<file path="src/rtl/router_pkg.sv">
`default_nettype none
// ============================================================================
// router_pkg : word format shared by the router and the merger
// Rev 1.0
// ============================================================================
package router_pkg;

    localparam int DEF_DATA_WIDTH = 10;
    localparam int DEF_NUM_CH     = 4;

    function automatic int calc_addr_w(input int num_ch);
        return (num_ch > 1) ? $clog2(num_ch) : 1;
    endfunction

    function automatic int calc_data_w(input int data_width, input int num_ch);
        return data_width - calc_addr_w(num_ch);
    endfunction

    localparam int DEF_ADDR_W = calc_addr_w(DEF_NUM_CH);
    localparam int DEF_DATA_W = calc_data_w(DEF_DATA_WIDTH, DEF_NUM_CH);

    // Address sits in the MSBs so the router can slice it straight off the top.
    typedef struct packed {
        logic [DEF_ADDR_W-1:0] addr;
        logic [DEF_DATA_W-1:0] payload;
    } word_t;

endpackage
`default_nettype wire

</file>
<file path="src/rtl/channel_fifo.sv">
`default_nettype none
// ============================================================================
// channel_fifo : per-channel synchronous FIFO with explicit occupancy count
// Rev 1.0
// ============================================================================
module channel_fifo #(
    parameter int DATA_W     = 8,
    parameter int FIFO_DEPTH = 4
) (
    input  logic              clk_i,
    input  logic              rst_i,
    input  logic              push_i,
    input  logic              pop_i,
    input  logic [DATA_W-1:0] wdata_i,
    output logic [DATA_W-1:0] rdata_o,
    output logic              full_o,
    output logic              empty_o
);

    localparam int PTR_W = (FIFO_DEPTH > 1) ? $clog2(FIFO_DEPTH) : 1;
    localparam int CNT_W = PTR_W + 1;
    localparam logic [CNT_W-1:0] DEPTH_C = CNT_W'(FIFO_DEPTH);

    logic [FIFO_DEPTH-1:0][DATA_W-1:0] mem_q, mem_d;
    logic [PTR_W-1:0]                  wr_ptr_q, wr_ptr_d;
    logic [PTR_W-1:0]                  rd_ptr_q, rd_ptr_d;
    logic [CNT_W-1:0]                  count_q, count_d;
    logic                              do_push, do_pop;

    assign full_o  = (count_q == DEPTH_C);
    assign empty_o = (count_q == '0);
    assign rdata_o = mem_q[rd_ptr_q];

    always_comb begin
        // Full blocks a write even when a pop lands on the same edge.
        do_push  = push_i && !full_o;
        do_pop   = pop_i && !empty_o;
        mem_d    = mem_q;
        wr_ptr_d = wr_ptr_q;
        rd_ptr_d = rd_ptr_q;
        count_d  = count_q;
        if (do_push) begin
            mem_d[wr_ptr_q] = wdata_i;
            wr_ptr_d        = wr_ptr_q + PTR_W'(1);
        end
        if (do_pop) begin
            rd_ptr_d = rd_ptr_q + PTR_W'(1);
        end
        case ({do_push, do_pop})
            2'b10:   count_d = count_q + CNT_W'(1);
            2'b01:   count_d = count_q - CNT_W'(1);
            default: count_d = count_q;
        endcase
    end

    always_ff @(posedge clk_i or posedge rst_i) begin
        if (rst_i) begin
            wr_ptr_q <= '0;
            rd_ptr_q <= '0;
            count_q  <= '0;
        end else begin
            wr_ptr_q <= wr_ptr_d;
            rd_ptr_q <= rd_ptr_d;
            count_q  <= count_d;
        end
    end

    // Storage carries no reset; emptiness is tracked by the count alone.
    always_ff @(posedge clk_i) begin
        mem_q <= mem_d;
    end

endmodule
`default_nettype wire

</file>
<file path="src/rtl/merger.sv">
`default_nettype none
// ============================================================================
// merger : NUM_CH valid/ready channels -> one {addr, payload} stream (RR arb)
// Rev 1.0
// ============================================================================
module merger
    import router_pkg::*;
#(
    parameter int  DATA_WIDTH = 10,
    parameter int  NUM_CH     = 4,
    parameter int  FIFO_DEPTH = 4,
    localparam int ADDR_W     = calc_addr_w(NUM_CH),
    localparam int DATA_W     = calc_data_w(DATA_WIDTH, NUM_CH)
) (
    input  logic                           clk_i,
    input  logic                           rst_i,
    input  logic [NUM_CH-1:0]              valid_i,
    output logic [NUM_CH-1:0]              ready_o,
    input  logic [NUM_CH-1:0][DATA_W-1:0]  data_i,
    output logic                           valid_o,
    input  logic                           ready_i,
    output logic [DATA_WIDTH-1:0]          data_o
);

    typedef struct packed {
        logic [ADDR_W-1:0] addr;
        logic [DATA_W-1:0] payload;
    } out_word_t;

    logic [NUM_CH-1:0]             fifo_full;
    logic [NUM_CH-1:0]             fifo_empty;
    logic [NUM_CH-1:0]             fifo_push;
    logic [NUM_CH-1:0]             fifo_pop;
    logic [NUM_CH-1:0][DATA_W-1:0] fifo_rdata;

    logic              valid_q, valid_d;
    out_word_t         data_q, data_d;
    logic [ADDR_W-1:0] rr_ptr_q, rr_ptr_d;

    logic              load_en;
    logic              grant_valid;
    logic [ADDR_W-1:0] grant_idx;
    logic [ADDR_W-1:0] scan_idx;

    // Ready is a pure decode of registered occupancy, gated low during reset.
    assign ready_o   = ~fifo_full & {NUM_CH{~rst_i}};
    assign fifo_push = valid_i & ready_o;

    generate
        for (genvar ch = 0; ch < NUM_CH; ch++) begin : g_ch
            channel_fifo #(
                .DATA_W     (DATA_W),
                .FIFO_DEPTH (FIFO_DEPTH)
            ) u_fifo (
                .clk_i   (clk_i),
                .rst_i   (rst_i),
                .push_i  (fifo_push[ch]),
                .pop_i   (fifo_pop[ch]),
                .wdata_i (data_i[ch]),
                .rdata_o (fifo_rdata[ch]),
                .full_o  (fifo_full[ch]),
                .empty_o (fifo_empty[ch])
            );
        end
    endgenerate

    // Round-robin search from rr_ptr; NUM_CH is a power of two so the add wraps.
    always_comb begin
        grant_valid = 1'b0;
        grant_idx   = '0;
        scan_idx    = '0;
        for (int i = 0; i < NUM_CH; i++) begin
            scan_idx = rr_ptr_q + ADDR_W'(i);
            if (!grant_valid && !fifo_empty[scan_idx]) begin
                grant_valid = 1'b1;
                grant_idx   = scan_idx;
            end
        end
    end

    always_comb begin
        load_en  = !valid_q || ready_i;
        fifo_pop = '0;
        valid_d  = valid_q;
        data_d   = data_q;
        rr_ptr_d = rr_ptr_q;
        if (load_en) begin
            if (grant_valid) begin
                fifo_pop[grant_idx] = 1'b1;
                data_d.addr         = grant_idx;
                data_d.payload      = fifo_rdata[grant_idx];
                valid_d             = 1'b1;
                rr_ptr_d            = grant_idx + ADDR_W'(1);
            end else begin
                valid_d = 1'b0;
            end
        end
    end

    always_ff @(posedge clk_i or posedge rst_i) begin
        if (rst_i) begin
            valid_q  <= 1'b0;
            data_q   <= '0;
            rr_ptr_q <= '0;
        end else begin
            valid_q  <= valid_d;
            data_q   <= data_d;
            rr_ptr_q <= rr_ptr_d;
        end
    end

    assign valid_o = valid_q;
    assign data_o  = data_q;

endmodule
`default_nettype wire

</file>
<file path="config.mk">
export PLATFORM = sky130hd
export DESIGN_NAME = merger
export DESIGN_NICKNAME = d
export VERILOG_FILES = /design/src/rtl/router_pkg.sv /design/src/rtl/channel_fifo.sv /design/src/rtl/merger.sv
export SDC_FILE = /design/constraint.sdc
export NUM_CORES = 1
export LEC_CHECK = 0
export ABC_AREA = 1
export BUFFER_PORTS_ARGS = -buffer_cell sky130_fd_sc_hd__buf_2
export CORE_MARGIN = 1.5
export CORE_UTILIZATION = 45
export DETAILED_ROUTE_END_ITERATION = 12
export PLACE_DENSITY = 0.74
export SLEW_MARGIN = 5
export SYNTH_ARGS = -nofsm -noshare
export SYNTH_HDL_FRONTEND = slang
export SYNTH_SLANG_ARGS = --single-unit
</file>
<file path="constraint.sdc">
create_clock -name clk_i -period 7.3 [get_ports clk_i]
set_clock_uncertainty 0.05 [all_clocks]
set_input_delay 0.365 -clock clk_i [delete_from_list [all_inputs] [get_ports clk_i]]
set_output_delay 0.365 -clock clk_i [all_outputs]
set_load 0.005 [all_outputs]
</file>
# After elaboration in Yosys (flattened, before gate mapping)

Cells that the tools add are included.

Bitwise logic cells: 4
Equality and inequality tests: 12
Multiplexer cells: 47
Magnitude comparators: 18
Reduce and logical (&&, ||, !) cells: 40
Add/subtract/negate cells: 20

Operators by type and width:

| operator                                                   | number |
|---|---|
| bitwise mux 32 bit                                         | 4 |
| binary-select mux 8 bit (select 2 bit)                     | 5 |
| two-way mux 8 bit                                          | 9 |
| demux 8 bit (select 2 bit)                                 | 4 |
| less-than comparator 2 x 3 -> 1 bit, second input constant | 13 |
| one-hot mux 3 bit (2 select lines)                         | 4 |
| adder 2 x 1 -> 2 bit, second input constant                | 10 |
| logical AND 1 bit                                          | 16 |
| logical NOT 1 bit                                          | 14 |
| adder 3 x 1 -> 3 bit, second input constant                | 4 |
| equality test 3 bit, second input constant                 | 4 |
| logical NOT 3 bit                                          | 4 |
| subtractor 3 x 1 -> 3 bit, second input constant           | 4 |
| >= comparator 2 x 1 -> 1 bit, second input constant        | 5 |
| two-way mux 1 bit                                          | 10 |
| bitwise AND 4 bit                                          | 2 |
| binary-select mux 1 bit (select 2 bit)                     | 4 |
| equality test 2 x 1 -> 1 bit, second input constant        | 4 |
| equality test 2 bit, second input constant                 | 4 |
| two-way mux 2 bit                                          | 4 |
| two-way mux 4 bit                                          | 2 |
| nonzero test 2 bit                                         | 4 |
| adder 2 bit, second input constant                         | 2 |
| NOT 4 bit                                                  | 1 |
| 4 further kinds                                            | 4 |

Register bits: 169
Input port bits: 39
Output and inout bits: 15

# Longest topological paths before layout

Depth after elaboration: 21
Depth in mapped cells: 20
Mapped depth without buffers: 18

# Cells and area by module

From an unflattened synthesis, not the netlist that was laid out.

Cell total of the unflattened synthesis: 836
Area total of the unflattened synthesis: 8234.1 um2

By module, submodules not included:

| module       | area an instance (um2) | cells each | instances |
|---|---|---|---|
| channel_fifo | 1755.4                 | 155        | 4 |
| merger       | 1212.4                 | 216        | 1 |

# Worst setup path after synthesis

OpenSTA, ideal clock, no wires.

Path type: register -> register
From: register rr_ptr_q[0]
To: register g_ch[0].u_fifo.count_q[2]
Setup time: 0.131 ns
Buffers on the path: 2
Stages on the path, launching flop included: 20
Arrival time: 2.485 ns
Path slack: 4.634 ns
Required time: 7.119 ns
Path through: dfrtp_1 buf_6 inv_12 nand3_4 nand3_2 nand2_2 nor2_4 nand2_8 nand2_8 nand2_4 buf_6 nor2_8 nand3_4 inv_1 ha_1 inv_1 fa_1 a21oi_1 o21ai_0 xor2_1

Cells in the longest elaborated chain, start to end: 21
Elaborated cells between the ends (all ways): 39
Those cells by class: add/sub (3); order compare (2); eq/ne (2); mux (21); reduce/logical (11)

Ends and longest elaborated chain:

| element                                                                         | RTL line           | text |
|---|---|---|
| start, declared                                                                 | merger.sv:38       | `logic [ADDR_W-1:0] rr_ptr_q, rr_ptr_d;` |
| start signal, assigned                                                          | merger.sv:108      | `rr_ptr_q <= rr_ptr_d;` |
| adder 2 x 1 -> 2 bit                                                            | merger.sv:73       | `scan_idx = rr_ptr_q + ADDR_W'(i);` |
| binary-select mux 1 bit (select 2 bit)                                          | merger.sv:74       | `if (!grant_valid && !fifo_empty[scan_idx]) begin` |
| two-way mux 1 bit (implied by the code)                                         | merger.sv:74       |  |
| logical NOT 1 bit                                                               | merger.sv:74       |  |
| logical AND 1 bit                                                               | merger.sv:74       |  |
| two-way mux 1 bit                                                               | merger.sv:74       |  |
| logical NOT 1 bit                                                               | merger.sv:74       |  |
| logical AND 1 bit                                                               | merger.sv:74       |  |
| [6 not listed]                                                                  | -                  |  |
| two-way mux 1 bit (implied by the code)                                         | merger.sv:89       | `fifo_pop[grant_idx] = 1'b1;` |
| demux 1 bit (select 2 bit)                                                      | merger.sv:89       |  |
| two-way mux 4 bit (*)                                                           | merger.sv:88       | `if (grant_valid) begin` |
| two-way mux 4 bit (*)                                                           | merger.sv:87       | `if (load_en) begin` |
| logical AND 1 bit (*)                                                           | channel_fifo.sv:37 | `do_pop = pop_i && !empty_o;` |
| named net g_ch[0].u_fifo.do_pop                                                 | channel_fifo.sv:28 | `logic do_push, do_pop;` |
| equality test 2 x 1 -> 1 bit / equality test 2 bit (equally long branches)      | channel_fifo.sv:49 | `case ({do_push, do_pop})` |
| one-hot mux 3 bit (2 select lines) / nonzero test 2 bit (equally long branches) | -                  |  |
| end signal, assigned                                                            | channel_fifo.sv:64 | `count_q <= count_d;` |
| end, declared                                                                   | channel_fifo.sv:27 | `logic [CNT_W-1:0] count_q, count_d;` |

Mark *: on every way through the listed nets, which the timed path passes. The rest lies on a longest branch. The select of a mux whose other input is x is not followed.
A chain may end at the register's enable or synchronous reset.

# Worst setup path in the final report

Same ends and word-level chain as after synthesis.

==> impl.org <==
** Synth
- Dominant combinational cell family by area after synthesis :: simple AND/OR/NAND/NOR gates
- The cell area that synthesis handed to floorplanning was 0.007690 mm2.
- For this run, the number of Yosys warnings is 0.
- XOR/XNOR share of the synthesized area :: about 2.1%
- Proportion of synthesized area in mux cells :: 0%
- Synthesized net count :: 724
- The synthesized netlist devotes 8.900% of its cell area to compound gates.
- A synthesized cell averages about 12 um2.
- After synthesis, flip-flops and latches occupy 63.33% of the total area.
- Area share of fa/ha/maj cells after synthesis :: 4.295%
- Of the total synthesized cell area, the portion taken by AND, OR, NAND and NOR gates is 16.64%.
- Synthesis produced a netlist whose cell count is 661.
- The netlist uses 35 different library cells.
- Yosys reg bits :: 169

** Min path
- The tightest min-delay check is of the input pin to register type.
- Along the worst hold path, the cell count comes to 1.

** Final layout
- The library cells used most frequently in the layout, excluding fill and tap cells, are edfxtp_1 (128), nor2_1 (85), o21ai_0 (73).
- From synthesis to final layout, the design area changed by 13.78%.
- Post-layout nets :: 773
- Leading cell type in the layout, fill and taps excluded :: edfxtp_1
- Final antenna diode count :: 0
- Layout cell share with drive strength beyond 1 :: 19.50%

** Worst setup path
- Together, buffers and inverters on the worst path number 4.
- Data arrival time at the worst-slack endpoint :: 3550 ps
- For the worst setup path, the data required time is 7560 ps.
- The critical path runs through a total of 16 cells.
- On the critical path, the stage with the largest delay is an instance of dfrtp_1.
- Cell type with the highest occurrence count on the critical path :: nand2_2
- Type of the setup path with the least slack :: register to register
- In this run the worst path has a maximum fanout of 12.
- Nature of the critical path startpoint :: register
- The worst setup path is captured at a register.
- Traced cell by cell, the critical path runs through inv_12, nand2_2, nand2_2, nand3_1, nand2_2, nand3_1, nand3_2, inv_2, nand3_4, inv_1, ha_1, inv_1, fa_1, a21oi_1, o21ai_0, xor2_1.
- The number of cells on the worst reg-to-reg path is 16.
- The largest single stage delay on the critical path is 690 ps.
- The kind of cell with the highest combined delay along the critical path is simple AND/OR/NAND/NOR gates.

** Floorplan
- Horizontal die dimension :: roughly 130 um
- From bottom edge to top edge, the die measures 133.7 um.
- Number of placement rows :: 47
- The die covers 0.01788 mm2.
- I/O pin total :: 54
- Area inside the core boundary :: 0.01664 mm2
- The initial utilization of the core area, before any placement, comes to between 40% and 50%.

** Power and ir drop
- Power density over cell area :: ~440 mW/mm2
- Leakage power total :: 3.403 nW
- Worst voltage drop across the vdd grid :: 0.0002183 V
- Sequential cells burn 37.4% of the power.
- Switching power as a share of total power :: 39.89%
- Internal Power :: between 2 and 2.5 mW
- The clock network burns 25.1% of the power.
- Fraction of power consumed by combinational cells :: 37.5%
- The analysis attributes to net switching a power of 1.534 mW.

** Clock network
- The tree is rooted in a clkbuf_16.
- Post-CTS setup buffer count :: 0
- Counting along the longest clock path gives a buffer depth of 2.
- The number of clock buffers added by TritonCTS is 17.
- The tree built by TritonCTS fans out to 169 sinks.
- In this run the number of H-tree levels came out at 4.
- The number of gates resized after CTS was 0.
- The clock reaches the later pin of the worst-skew pair after 440 ps.
- Clock tree from TritonCTS :: built
- Clock-pin slew was measured on the worst setup and hold paths at 70 ps.
- The number of hold buffers added after CTS was 0.

** GRT
- Pin count of the biggest net entering global routing :: 42
- Summed over all layers, the global routing overflow is 0.
- Across every metal layer, demand over resource in global routing totals 18.63%.
- The initial antenna violation count is 0.
- Vias in the first global route :: about 5000
- The first global-routing pass estimated ~25000 um of wire.

** Run
- Across the run, the number of max-cap violations was 0.

** Timing
- Setup repair after global routing missed its margin :: no
- Headroom to the max-slew limit came out at 39.52%.
- Number of setup violations in the final report :: 0
- The clock period could shrink to 3288 ps.
- Setup total negative slack on the finished layout was measured at 0 ps.
- Across all hold checks on the routed design, the worst slack comes to slightly above 90 ps.
- Final worst path period share :: 45.04%
- Max-slew violation total from the final report :: 0
- At the pin with the least slew margin, the transition time is 905.8 ps.
- For this run, the top clock speed supported by timing is roughly 300 MHz.
- Final hold violation count :: 0

** Routing
- In the final routed layout, each cell accounts on average for 16.46 um.
- The detail route stage leaves a number of antenna-violating nets equal to 0.
- The first detailed-routing pass ran for 4 iterations.
- For this block, the via count after detailed routing is 4891.
- Vias per Instance :: approximately 5.2
- The final layout contains routed wiring with a total length of around 16000 um.
- In the routed design, unresolved DRC markers number 0.
- The detailed router finished its first iteration with 393 violations.

** Place
- Buffers placed on the I/O ports in this run total 53.
- At the end of routability-driven placement, the weighted congestion stood at 0.8568.
- Post-DP HPWL :: 10300 um

** Run status
- Outcome :: completed
-- layout make-up --
| cell class | count | area (um2) |
|---|---|---|
| clock buffer | 17 | 425.4 |
| clock inverter | 15 | 212.7 |
| fill | 1393 | 7893 |
| inverter | 61 | 241.5 |
| multi-input combinational | 408 | 2460 |
| sequential | 169 | 4870 |
| tap | 220 | 275.3 |
| timing repair buffer | 53 | 265.3 |
-- cells by family (layout without fill, tap and decap cells) --
logic type / count (synthesis) / after routing
buffers and inverters: 84 / 146
AO/OA/AOI/OAI: 124 / 124
adder cells (fa/ha/maj): 24 / 24
AND/OR/NAND/NOR: 242 / 242
flip-flops: 169 / 169
XOR/XNOR: 18 / 18
-- synthesized netlist by cell type (all sizes together) --
master  number  area share, %
nand4        2           0.16
nand2       75            5.0
o22ai       32            2.6
o21a         1          0.098
a21oi       12           0.78
xor2        11            1.4
dfrtp       41             13
ha          20            3.3
fa           4            1.0
edfxtp     128             50
clkbuf      13           0.63
o211ai       1          0.098
buf         10           0.91
inv         61            3.1
nand3       72            6.2
nor2        93            5.3
xnor2        7           0.80
o21ai       78            5.3
-- flip-flops by register name, summed over array words and instances, names as in the netlist --
register and flops:
g_ch.u_fifo.wr_ptr_q 8, g_ch.u_fifo.rd_ptr_q 8, g_ch.u_fifo.count_q 12, g_ch.u_fifo.mem_q 128, valid_o 1, rr_ptr_q 2, data_o 10
-- per-stage QoR --
stage | util, % | cell area [um2] | cells | worst slack, ps | total power [mW]
after floorplan | - | 7690 | 661 | 4634 | 2.544
after global placement | 48.74 | 8112 | 911 | 4134 | 2.842
after detailed placement | 48.74 | 8112 | 911 | 4071 | 2.884
after CTS | 52.58 | 8750 | 943 | 4054 | 3.862
after global routing | 52.58 | 8750 | 943 | 3726 | 4.113
final | 52.58 | 8750 | 943 | 4012 | 3.845
-- worst reg2reg max path, stage by stage, from the launching register on --
cell     delay, ps
dfrtp_1        690
inv_12         110
nand2_2        100
nand2_2         80
nand3_1        110
nand2_2        120
nand3_1        120
nand3_2        300
inv_2          300
nand3_4        110
inv_1           70
ha_1           140
inv_1           70
fa_1           370
a21oi_1        160
o21ai_0        120
xor2_1         150
-- layer usage --
metal  vias up  global-route usage [%]  wire length (um)
met4         0                   7.186               265
met5         -                       0                 0
li1       2401                       -                 -
met2       118                   29.75              7517
met3        22                   4.414               701
met1      2350                   24.75              7035
-- power by group through the flow --
stage | Clock [mW] | Combinational, mW | Sequential (mW)
floorplan | 0 | 1.21 | 1.33
global placement | 0 | 1.39 | 1.45
detailed placement | 0 | 1.43 | 1.45
CTS | 0.977 | 1.45 | 1.44
global route | 1.02 | 1.63 | 1.46
finish | 0.967 | 1.44 | 1.44
-- final timing paths --
kind,start,endpoint,slack (ps)
worst max-delay path,rr_ptr_q[0]$_DFFE_PP0P_,g_ch[0].u_fifo.count_q[2]$_DFFE_PP0P_,4010
worst min-delay path,data_i[14],g_ch[1].u_fifo.mem_q[6]$_DFFE_PP_,90
worst max register to register,rr_ptr_q[0]$_DFFE_PP0P_,g_ch[0].u_fifo.count_q[2]$_DFFE_PP0P_,4010
worst min register to register,data_o[5]$_DFFE_PP0P_,data_o[5]$_DFFE_PP0P_,430
max in group asynchronous,rst_i,g_ch[2].u_fifo.wr_ptr_q[0]$_DFFE_PP0P_,6490
min in group asynchronous,rst_i,g_ch[1].u_fifo.count_q[0]$_DFFE_PP0P_,140
Power figures use the tool's default switching activity.
